`src/rtl/id_ex_stage_if.sv`:
```
// -----------------------------------------------------------------------------
// id_ex_stage_if
//
// Purpose
//   Bundles the decode-side inputs and the EX-side outputs of the ID/EX
//   pipeline register. This leaves the stage module with only clk and rst as
//   scalar ports.
//
// Parameters
//   DW  datapath width of register operands, immediate and PC
//   RW  register-select width
//
// Signals
//   id_valid                      decode stage holds a real instruction
//   id_read1data / id_read2data   operands from the bypassing register file
//   id_read1sel  / id_read2sel    source registers of the decode instruction
//   id_uses_rs   / id_uses_rt     instruction really consumes read1 / read2
//   id_wrsel                      destination register
//   id_regwrite / id_memread      writes a register / is a load
//   id_imm / id_pc                immediate and PC+2
//   id_err                        register-file error for this instruction
//   flush                         branch/jump redirect, kills decode instr
//   ex_hold                       downstream cannot accept, freeze EX
//   ex_*                          registered EX-stage control and data
//   stall_id                      combinational hold request to IF/ID
//   stall_cnt                     saturating count of load-use bubbles
//
// Modports
//   master  the decode/pipeline-control side, which drives id_*, flush and
//           ex_hold
//   slave   the id_ex_stage itself
// -----------------------------------------------------------------------------
interface id_ex_stage_if #(
    parameter int DW = 16,
    parameter int RW = 3
);
    // Decode-side fields
    logic          id_valid;
    logic [DW-1:0] id_read1data;
    logic [DW-1:0] id_read2data;
    logic [RW-1:0] id_read1sel;
    logic [RW-1:0] id_read2sel;
    logic          id_uses_rs;
    logic          id_uses_rt;
    logic [RW-1:0] id_wrsel;
    logic          id_regwrite;
    logic          id_memread;
    logic [DW-1:0] id_imm;
    logic [DW-1:0] id_pc;
    logic          id_err;

    // Pipeline control
    logic          flush;
    logic          ex_hold;

    // EX-side registered fields
    logic          ex_valid;
    logic          ex_regwrite;
    logic          ex_memread;
    logic          ex_err;
    logic [DW-1:0] ex_read1data;
    logic [DW-1:0] ex_read2data;
    logic [DW-1:0] ex_imm;
    logic [DW-1:0] ex_pc;
    logic [RW-1:0] ex_wrsel;

    // Hazard reporting
    logic          stall_id;
    logic [7:0]    stall_cnt;

    modport master (
        output id_valid, id_read1data, id_read2data, id_read1sel, id_read2sel,
               id_uses_rs, id_uses_rt, id_wrsel, id_regwrite, id_memread,
               id_imm, id_pc, id_err, flush, ex_hold,
        input  ex_valid, ex_regwrite, ex_memread, ex_err, ex_read1data,
               ex_read2data, ex_imm, ex_pc, ex_wrsel, stall_id, stall_cnt
    );

    modport slave (
        input  id_valid, id_read1data, id_read2data, id_read1sel, id_read2sel,
               id_uses_rs, id_uses_rt, id_wrsel, id_regwrite, id_memread,
               id_imm, id_pc, id_err, flush, ex_hold,
        output ex_valid, ex_regwrite, ex_memread, ex_err, ex_read1data,
               ex_read2data, ex_imm, ex_pc, ex_wrsel, stall_id, stall_cnt
    );
endinterface

```
`src/rtl/id_ex_stage.sv`:
```
// -----------------------------------------------------------------------------
// id_ex_stage
//
// Purpose
//   ID/EX pipeline register with load-use hazard detection.
//   - A load sitting in EX whose destination feeds an operand of the
//     instruction in decode forces one bubble into EX. In the same cycle it
//     asks IF/ID to hold the instruction.
//   - flush kills the decode instruction. It always wins, even over ex_hold.
//   - ex_hold freezes the whole EX register and the bubble counter.
//   - stall_cnt counts inserted load-use bubbles and saturates at 255.
//
// Ports
//   clk  single clock, rising edge
//   rst  asynchronous, active-high reset; clears EX register and stall_cnt
//   bus  id_ex_stage_if.slave (decode inputs, control, EX outputs)
//
// Per-edge priority: rst > flush > ex_hold > load-use > normal capture.
// -----------------------------------------------------------------------------
module id_ex_stage #(
    parameter int DW = 16,
    parameter int RW = 3
) (
    input  logic         clk,
    input  logic         rst,
    id_ex_stage_if.slave bus
);

    // Everything the EX register holds. The all-zero value is a bubble.
    typedef struct packed {
        logic          valid;
        logic          regwrite;
        logic          memread;
        logic          err;
        logic [DW-1:0] read1data;
        logic [DW-1:0] read2data;
        logic [DW-1:0] imm;
        logic [DW-1:0] pc;
        logic [RW-1:0] wrsel;
    } ex_reg_t;

    // The one update the EX register performs on this edge, in priority order.
    typedef enum logic [1:0] {
        ACT_FLUSH,    // redirect: load a bubble
        ACT_HOLD,     // downstream busy: keep everything
        ACT_BUBBLE,   // load-use: load a bubble and count it
        ACT_CAPTURE   // normal: take the decode instruction
    } ex_action_t;

    localparam logic [7:0] CNT_MAX = 8'hFF;

    ex_reg_t    ex_q;
    ex_reg_t    ex_d;
    ex_reg_t    id_fields;
    ex_action_t action;
    logic [7:0] stall_cnt_q;
    logic       src1_hit;
    logic       src2_hit;
    logic       load_use;

    // ---------------------------------------------------------------------
    // Hazard detection
    // ---------------------------------------------------------------------
    // Full-width select compare. Register 0 is an ordinary register here,
    // so a load to r0 followed by a read of r0 still stalls.
    assign src1_hit = bus.id_uses_rs && (bus.id_read1sel == ex_q.wrsel);
    assign src2_hit = bus.id_uses_rt && (bus.id_read2sel == ex_q.wrsel);

    assign load_use = ex_q.valid && ex_q.memread && ex_q.regwrite &&
                      bus.id_valid && (src1_hit || src2_hit);

    // IF/ID holds whenever EX will not take the decode instruction, unless
    // that instruction is being flushed anyway.
    assign bus.stall_id = !bus.flush && (bus.ex_hold || load_use);

    // ---------------------------------------------------------------------
    // Next-state selection
    // ---------------------------------------------------------------------
    // The decode instruction as EX would capture it. Side-effecting control
    // bits are forced low for an invalid slot, so garbage on the decode bus
    // cannot write a register or start a load later.
    always_comb begin
        id_fields           = '0;
        id_fields.valid     = bus.id_valid;
        id_fields.regwrite  = bus.id_valid && bus.id_regwrite;
        id_fields.memread   = bus.id_valid && bus.id_memread;
        id_fields.err       = bus.id_valid && bus.id_err;
        id_fields.read1data = bus.id_read1data;
        id_fields.read2data = bus.id_read2data;
        id_fields.imm       = bus.id_imm;
        id_fields.pc        = bus.id_pc;
        id_fields.wrsel     = bus.id_wrsel;
    end

    always_comb begin
        // NOTE: every combinational output gets a default first. A path that
        // leaves it unassigned would make synthesis infer a latch.
        action = ACT_CAPTURE;
        if (bus.flush) begin
            action = ACT_FLUSH;
        end else if (bus.ex_hold) begin
            action = ACT_HOLD;
        end else if (load_use) begin
            action = ACT_BUBBLE;
        end
    end

    always_comb begin
        ex_d = ex_q;
        case (action)
            ACT_FLUSH:   ex_d = '0;
            ACT_HOLD:    ex_d = ex_q;
            ACT_BUBBLE:  ex_d = '0;
            ACT_CAPTURE: ex_d = id_fields;
            default:     ex_d = '0;
        endcase
    end

    // ---------------------------------------------------------------------
    // State
    // ---------------------------------------------------------------------
    // NOTE: the reset is asynchronous, so the outputs go to zero as soon as
    // rst rises, without waiting for clk. It also discards any instruction
    // that was being held.
    always_ff @(posedge clk or posedge rst) begin
        if (rst) begin
            // NOTE: sequential state uses non-blocking assignments only.
            // This way every register samples pre-edge values.
            ex_q        <= '0;
            stall_cnt_q <= '0;
        end else begin
            ex_q <= ex_d;
            if (action == ACT_BUBBLE && stall_cnt_q != CNT_MAX) begin
                stall_cnt_q <= stall_cnt_q + 8'd1;
            end
        end
    end

    // ---------------------------------------------------------------------
    // Outputs
    // ---------------------------------------------------------------------
    assign bus.ex_valid     = ex_q.valid;
    assign bus.ex_regwrite  = ex_q.regwrite;
    assign bus.ex_memread   = ex_q.memread;
    assign bus.ex_err       = ex_q.err;
    assign bus.ex_read1data = ex_q.read1data;
    assign bus.ex_read2data = ex_q.read2data;
    assign bus.ex_imm       = ex_q.imm;
    assign bus.ex_pc        = ex_q.pc;
    assign bus.ex_wrsel     = ex_q.wrsel;
    assign bus.stall_cnt    = stall_cnt_q;

endmodule

```
`src/flat_wrapper.sv`:
```
// flat-port wrapper written by rule: the top's interface ports become plain ports
module id_ex_stage_flat 
#(
    parameter int DW = 16,
    parameter int RW = 3
)
  (clk, rst, bus_id_valid, bus_id_read1data, bus_id_read2data, bus_id_read1sel, bus_id_read2sel, bus_id_uses_rs, bus_id_uses_rt, bus_id_wrsel, bus_id_regwrite, bus_id_memread, bus_id_imm, bus_id_pc, bus_id_err, bus_flush, bus_ex_hold, bus_ex_valid, bus_ex_regwrite, bus_ex_memread, bus_ex_err, bus_ex_read1data, bus_ex_read2data, bus_ex_imm, bus_ex_pc, bus_ex_wrsel, bus_stall_id, bus_stall_cnt);
  id_ex_stage_if #(.DW(DW), .RW(RW)) bus_i ();
  input  logic clk;
  input  logic rst;
  input wire logic [$bits(bus_i.id_valid)-1:0] bus_id_valid;
  input wire logic [$bits(bus_i.id_read1data)-1:0] bus_id_read1data;
  input wire logic [$bits(bus_i.id_read2data)-1:0] bus_id_read2data;
  input wire logic [$bits(bus_i.id_read1sel)-1:0] bus_id_read1sel;
  input wire logic [$bits(bus_i.id_read2sel)-1:0] bus_id_read2sel;
  input wire logic [$bits(bus_i.id_uses_rs)-1:0] bus_id_uses_rs;
  input wire logic [$bits(bus_i.id_uses_rt)-1:0] bus_id_uses_rt;
  input wire logic [$bits(bus_i.id_wrsel)-1:0] bus_id_wrsel;
  input wire logic [$bits(bus_i.id_regwrite)-1:0] bus_id_regwrite;
  input wire logic [$bits(bus_i.id_memread)-1:0] bus_id_memread;
  input wire logic [$bits(bus_i.id_imm)-1:0] bus_id_imm;
  input wire logic [$bits(bus_i.id_pc)-1:0] bus_id_pc;
  input wire logic [$bits(bus_i.id_err)-1:0] bus_id_err;
  input wire logic [$bits(bus_i.flush)-1:0] bus_flush;
  input wire logic [$bits(bus_i.ex_hold)-1:0] bus_ex_hold;
  output wire logic [$bits(bus_i.ex_valid)-1:0] bus_ex_valid;
  output wire logic [$bits(bus_i.ex_regwrite)-1:0] bus_ex_regwrite;
  output wire logic [$bits(bus_i.ex_memread)-1:0] bus_ex_memread;
  output wire logic [$bits(bus_i.ex_err)-1:0] bus_ex_err;
  output wire logic [$bits(bus_i.ex_read1data)-1:0] bus_ex_read1data;
  output wire logic [$bits(bus_i.ex_read2data)-1:0] bus_ex_read2data;
  output wire logic [$bits(bus_i.ex_imm)-1:0] bus_ex_imm;
  output wire logic [$bits(bus_i.ex_pc)-1:0] bus_ex_pc;
  output wire logic [$bits(bus_i.ex_wrsel)-1:0] bus_ex_wrsel;
  output wire logic [$bits(bus_i.stall_id)-1:0] bus_stall_id;
  output wire logic [$bits(bus_i.stall_cnt)-1:0] bus_stall_cnt;
  assign bus_i.id_valid = bus_id_valid;
  assign bus_i.id_read1data = bus_id_read1data;
  assign bus_i.id_read2data = bus_id_read2data;
  assign bus_i.id_read1sel = bus_id_read1sel;
  assign bus_i.id_read2sel = bus_id_read2sel;
  assign bus_i.id_uses_rs = bus_id_uses_rs;
  assign bus_i.id_uses_rt = bus_id_uses_rt;
  assign bus_i.id_wrsel = bus_id_wrsel;
  assign bus_i.id_regwrite = bus_id_regwrite;
  assign bus_i.id_memread = bus_id_memread;
  assign bus_i.id_imm = bus_id_imm;
  assign bus_i.id_pc = bus_id_pc;
  assign bus_i.id_err = bus_id_err;
  assign bus_i.flush = bus_flush;
  assign bus_i.ex_hold = bus_ex_hold;
  assign bus_ex_valid = bus_i.ex_valid;
  assign bus_ex_regwrite = bus_i.ex_regwrite;
  assign bus_ex_memread = bus_i.ex_memread;
  assign bus_ex_err = bus_i.ex_err;
  assign bus_ex_read1data = bus_i.ex_read1data;
  assign bus_ex_read2data = bus_i.ex_read2data;
  assign bus_ex_imm = bus_i.ex_imm;
  assign bus_ex_pc = bus_i.ex_pc;
  assign bus_ex_wrsel = bus_i.ex_wrsel;
  assign bus_stall_id = bus_i.stall_id;
  assign bus_stall_cnt = bus_i.stall_cnt;
  id_ex_stage #(.DW(DW), .RW(RW)) u_core (.clk(clk), .rst(rst), .bus(bus_i));
endmodule
```
`config.mk`:
```
export PLATFORM = sky130hd
export DESIGN_NAME = id_ex_stage_flat
export DESIGN_NICKNAME = d
export VERILOG_FILES = /design/src/rtl/id_ex_stage_if.sv /design/src/rtl/id_ex_stage.sv /design/src/flat_wrapper.sv
export SDC_FILE = /design/constraint.sdc
export NUM_CORES = 1
export LEC_CHECK = 0
export BUFFER_PORTS_ARGS = -buffer_cell sky130_fd_sc_hd__buf_4
export CORE_MARGIN = 3
export CORE_UTILIZATION = 25
export DETAILED_ROUTE_END_ITERATION = 8
export PLACE_DENSITY = 0.6
export SYNTH_ARGS = -nofsm -noshare
export SYNTH_HDL_FRONTEND = slang
export SYNTH_SLANG_ARGS = --single-unit
```
`constraint.sdc`:
```
create_clock -name clk -period 2.4 [get_ports clk]
set_input_delay 0.36 -clock clk [delete_from_list [all_inputs] [get_ports clk]]
set_output_delay 0.36 -clock clk [all_outputs]
set_load 0.05 [all_outputs]
```
==> impl_metrics.tcl, run 1 <==
set metrics [dict create \
    postSynthAreaPerCell_um2 14.5 \
    pin_count 163 \
    grtUsageTotal_pct 12.0 \
    stdcell_count 514 \
    syn-cell-area_um2 2970 \
    postCtsHoldBufs 0 \
    grt_pass1_wl_um 12600 \
    hold_violations 0 \
    max_freq_mhz 460 \
    ys_ff_latch 79 \
    fin_setup_tns_ps 0 \
    antenna_found_initial 0 \
    critPathLaunch "u_core.bus.ex_wrsel[0]" \
    vdd_drop_max_v 0.000237 \
    clk_pin_slew_ps 60 \
    finalCriticalPeriod_ps 2170 \
    firstDrtPassIters 4 \
    numPlacedInstances 498 \
    vias 2388 \
    post-route-drc-count 0 \
    maxCapViolCount 0 \
    numCtsBuffers 9 \
    r2r_end "u_core.bus.ex_wrsel[1]" \
    rsz0062_at_grt "no" \
    maxSlewHeadroom_pct 44.8 \
    synth_top_area_cell "dfrtp_1" \
    start_util_pct 25.7 \
    grt_max_degree 45 \
    max-clock-path-buffers 2 \
    gp_congestion 0.735 \
    num_rows 39 \
    yosysWarnings 0 \
    setup_ws_ps 227 \
    dp_hpwl_um 5720 \
    hold_class "in2async" \
    clk_latency_ps 330 \
    dieArea_um2 13200 \
    status "finished clean" \
    power_density_nw_per_um2 765 \
    ff2ff_setup_slack_ps 310 \
    first_iter_violations 154 \
    syn-num-nets 288 \
    synth_top_cell_area_share_pct 66.7 \
    worst_slew_pin_slew_ps 826 \
    cp.arrival_ps 1810 \
    finalMaxSlewViolations 0 \
    core_area_um2 11500 \
    drt-vias-per-instance 4.65 \
    drive_gt1_share_pct 51.2 \
    post-place-ws_ps 234 \
    rr_worst_depth 6 \
    path_class "reg2out" \
    fin_hold_ws_ps 97.6 \
    synthToLayoutAreaGrowth_pct 58.7 \
    htreeDepth 3 \
    cts_tree "built" \
    synth-seq-area-share_pct 66.7 \
    clock_sinks 79 \
    synth.distinct_cells 27 \
    p_leak_nw 2.42 \
    overflow 0 \
    die_height_um 115 \
    start_kind "register" \
    skew_ps 8.27 \
    reg2reg_from "u_core.bus.ex_wrsel[0]" \
    synth_most_common_cell "dfrtp_1" \
    ant_nets 0 \
    finalWirelength_um 8010 \
    synthCells 204 \
    portBuffers 162 \
    period_share_pct 90.5 \
    worst_setup_path_end_kind "output pin" \
    setup_viol 0 \
    root_buffer "clkbuf_16" \
    synth_edf_count 0 \
    async_flop_share_pct 100 \
    synth_flop_cell "dfrtp_1" \
    fp.dieW_um 115 \
    wire_per_inst_um 15.6 \
    diodes 0 \
    nets 450 \
    crit_fanout 4 \
    grt_pass1_vias 2484 \
    cp.required_ps 2040 \
    synth_commonest_cells "dfrtp_1 (79), a22o_1 (67), xnor2_1 (11)" \
    synthTopCellsByArea "dfrtp_1 (67%), a22o_1 (20%), xnor2_1 (3.2%)" \
]
==> metal layers <==
metal	vias to the layer above	routed length [µm]	share of wire, %	track usage [%]
li1	1105	-	-	-
met1	1181	3530	44	15.8
met2	93	3820	48	18.6
met3	9	565	7.1	3.84
met4	0	89	1.1	4.15
met5	-	0	0	0
==> stage by stage <==
stage               utilization [%]  power (mW)  instance area (µm²)
detailed placement             37.9        2.09                 4360
floorplan                         -        1.82                 2970
CTS                            40.8        3.66                 4700
global placement               37.9        2.08                 4360
finish                         40.9        3.60                 4710
global route                   40.9        3.74                 4710
==> state kept, by name (all words and copies together) (netlist names) <==
name,cells
u_core.bus.ex_wrsel,3
u_core.bus.ex_imm,16
u_core.bus.ex_pc,16
u_core.bus.stall_cnt,8
u_core.bus.ex_memread,1
u_core.bus.ex_read2data,16
u_core.bus.ex_read1data,16
u_core.bus.ex_err,1
u_core.bus.ex_valid,1
u_core.bus.ex_regwrite,1
==> layout by cell type, fill, tap and decap left out, types with 2 or more instances in the layout <==
master and count:
buf_4 164, dfrtp_1 79, a22o_1 67, xnor2_1 11, clkbuf_16 9, nand4_1 5
nor2_1 3, a32o_1 3, bufinv_16 3, nand3_1 2, nand2_1 2, clkbuf_1 2
buf_12 2
==> timing repair <==
item | 4_1_cts | 5_1_grt
resized for setup | 0 | 1
setup buffers | 0 | 0
setup endpoints to repair | 0 | 1
==> worst max path at each step <==
stage	endpoint	slack, ps	depth (start not counted)
after global placement	u_core.bus.ex_wrsel[1]	300	7
after global routing	bus_stall_id	40	6
after detailed placement	u_core.bus.ex_imm[5]	230	7
after floorplan	u_core.bus.ex_err	20	1
after CTS	bus_stall_id	140	6
final	bus_stall_id	230	6
==> critical path, stage by stage (launching register included) <==
cell,delay [ps]
dfrtp_1,440
xnor2_1,170
nand4_1,230
a21oi_2,290
nor2_1,60
nor2_1,100
buf_4,210
==> where the power goes <==
part | internal, mW | switching (mW)
logic | 0.235 | 0.381
clock network | 1.02 | 0.526
registers | 1.40 | 0.0427
total | 2.65 | 0.950
==> logic make-up after synthesis <==
| kind of cell | after synthesis | share of synthesized area (%) |
|---|---|---|
| multiplexers | 1 | 0.380 |
| XOR/XNOR | 12 | 3.54 |
| adder cells (fa/ha/maj) | 1 | 0.422 |
| AO/OA/AOI/OAI | 75 | 22.7 |
| buffers and inverters | 17 | 2.45 |
| flip-flops | 79 | 66.7 |
| AND/OR/NAND/NOR | 19 | 3.80 |
==> area by class of cell <==
type,instances,area (µm²)
fill,1109,6810
timing repair buffer,166,1270
clock buffer,11,233
clock inverter,5,106
tap,143,179
multi-input combinational,108,932
sequential,79,1980
inverter,2,8.76
No activity file was read; power rests on OpenSTA's default activity.
==> run 2, diff against run 1 <==
- BUFFER_PORTS_ARGS: -buffer_cell sky130_fd_sc_hd__buf_4 -> unset
- DONT_BUFFER_PORTS: unset -> 1
- PLACE_DENSITY: 0.6 -> 0.48
- RECOVER_POWER: unset -> 100
==> run 2 against run 1 <==
  * The run now ends with capacitance limit, slew limit left
  * Largest cell class unchanged
  * Via count is 23% lower
  * Critical endpoint is now u_core.bus.ex_err
  * Utilization is 11 points lower
  * Die area stayed put
==> impl_metrics.tcl, run 2 (synthesized netlist as in run 1, its figures left out) <==
set metrics [dict create \
    reg2reg_from "u_core.bus.ex_wrsel[2]" \
    violations "capacitance limit, slew limit" \
    num_rows 39 \
    crit_fanout 37 \
    start_kind "register" \
    post-route-drc-count 0 \
    cpMaxStageDelayCell "nor2_4" \
    clk_pin_slew_ps 60 \
    vias 1835 \
    ff2ff_setup_slack_ps 210 \
    grt_pass1_vias 1893 \
    nets 303 \
    finalCriticalPeriod_ps 2190 \
    wire_per_inst_um 19.1 \
    mostFrequentLayoutCells "dfrtp_1 (79), a22o_1 (67), clkbuf_1 (13), xnor2_1 (11), clkbuf_16 (9)" \
    setup_viol 0 \
    cts_tree "built" \
    r2r_end "u_core.bus.ex_err" \
    final_core_util_pct 30.3 \
    postCtsHoldBufs 0 \
    fin_setup_tns_ps 0 \
    design_area_um2 3490 \
    grtUsageTotal_pct 10.4 \
    finalMaxSlewViolations 42 \
    overflow 0 \
    maxCapViolCount 1 \
    firstDrtPassIters 3 \
    numCtsBuffers 9 \
    dieArea_um2 13200 \
    dp_hpwl_um 4840 \
    placed_cell_area_um2 3260 \
    root_buffer "clkbuf_16" \
    ant_nets 0 \
    maxSlewHeadroom_pct -27.5 \
    power_density_nw_per_um2 911 \
    max_freq_mhz 457 \
    pin_count 163 \
    cp.required_ps 2660 \
    p_sw_share_pct 28.3 \
    p_int_mw 2.28 \
    hold_violations 0 \
    drive_gt1_share_pct 13.5 \
    fillers 1188 \
    clock_sinks 79 \
    start_util_pct 25.7 \
    hold_class "in2reg" \
    vdd_drop_max_v 0.000275 \
    min_from "bus_id_pc[6]" \
    post_cts_buffers 0 \
    clk_latency_ps 330 \
    first_iter_violations 87 \
    cpPeakStageDelay_ps 640 \
    worst_slew_pin_slew_ps 1900 \
    synthToLayoutAreaGrowth_pct 17.8 \
    skew_ps 3.94 \
    period_share_pct 91.1 \
    finalWirelength_um 6960 \
    rr_worst_depth 6 \
    diodes 0 \
    pwr-share-clk_pct 42.1 \
    die_height_um 115 \
    critPathLaunch "u_core.bus.ex_wrsel[2]" \
    portBuffers 0 \
    p_comb_share_pct 5.7 \
    switchingPower_mw 0.902 \
    worstHoldEndpoint "u_core.bus.ex_pc[6]" \
    drt-vias-per-instance 5.03 \
    antenna_found_initial 0 \
    crit_path_cell_trace "xnor2_1 -> nand4_1 -> a21oi_2 -> nor2_4 -> buf_6 -> a32o_1" \
    cts_resized 0 \
    layout_commonest_cell "dfrtp_1" \
    max-clock-path-buffers 2 \
    grt_pass1_wl_um 10600 \
    status "finished with violations" \
    core_area_um2 11500 \
    grt_max_degree 43 \
    gp_congestion 0.683 \
    seq_power_share_pct 52.3 \
    worst_setup_path_end_kind "register" \
    p_leak_nw 1.60 \
    path_class "reg2reg" \
    fp.dieW_um 115 \
    htreeDepth 3 \
    hold_path_depth 1 \
    rsz0062_at_grt "no" \
    cp.arrival_ps 2450 \
]
run 2: power groups by stage:
stage | clock [mW] | combinational, mW | sequential (mW)
after floorplan | 0 | 0.127 | 1.69
after global placement | 0 | 0.189 | 1.69
after detailed placement | 0 | 0.194 | 1.69
after CTS | 1.38 | 0.192 | 1.67
after global routing | 1.44 | 0.204 | 1.67
final | 1.34 | 0.181 | 1.66
run 2: worst max-delay path by stage:
stage                                    endpoint  slack [ps]  depth (start not counted)
after floorplan                 u_core.bus.ex_err          20                          1
after global placement          u_core.bus.ex_err         330                          6
after detailed placement        u_core.bus.ex_err         270                          6
after CTS                            bus_stall_id         170                          6
after global routing      u_core.bus.stall_cnt[6]          20                          6
final                           u_core.bus.ex_err         210                          6
run 2: cell type report:
type / count / area [µm²] / share of cell area, %
multi-input combinational: 108 / 932 / 26.7
inverter: 2 / 8.76 / 0.251
clock buffer: 10 / 239 / 6.84
sequential: 79 / 1980 / 56.6
clock inverter: 4 / 47.5 / 1.36
tap: 143 / 179 / 5.12
timing repair buffer: 19 / 110 / 3.15
run 2: metal layers:
metal	wire, µm	up-vias	part of all wire, %	GRT usage [%]
met5	0	-	0	0
met4	118	0	1.7	4.93
met3	708	10	10	5.26
met2	3160	94	45	15.0
met1	2980	919	43	13.0
li1	-	812	-	-
run 2: critical path, delay by kind of cell, from the launching register on:
| family | cells | cell delay [ps] |
|---|---|---|
| xor gates and xnor gates | 1 | 140 |
| and+or+nand+nor | 2 | 860 |
| AOI/OAI and AO/OA | 2 | 320 |
| DFF | 1 | 410 |
| buffers and inverters | 1 | 370 |
run 2: stage by stage:
step	setup WS, ps	cells	hold slack (ps)	power [mW]
2_1_floorplan	16.6	204	493	1.82
3_3_place_gp	332	351	402	1.88
3_5_place_dp	269	351	392	1.88
4_1_cts	171	365	30.8	3.24
5_1_grt	17.3	365	139	3.31
6_report	212	365	159	3.18
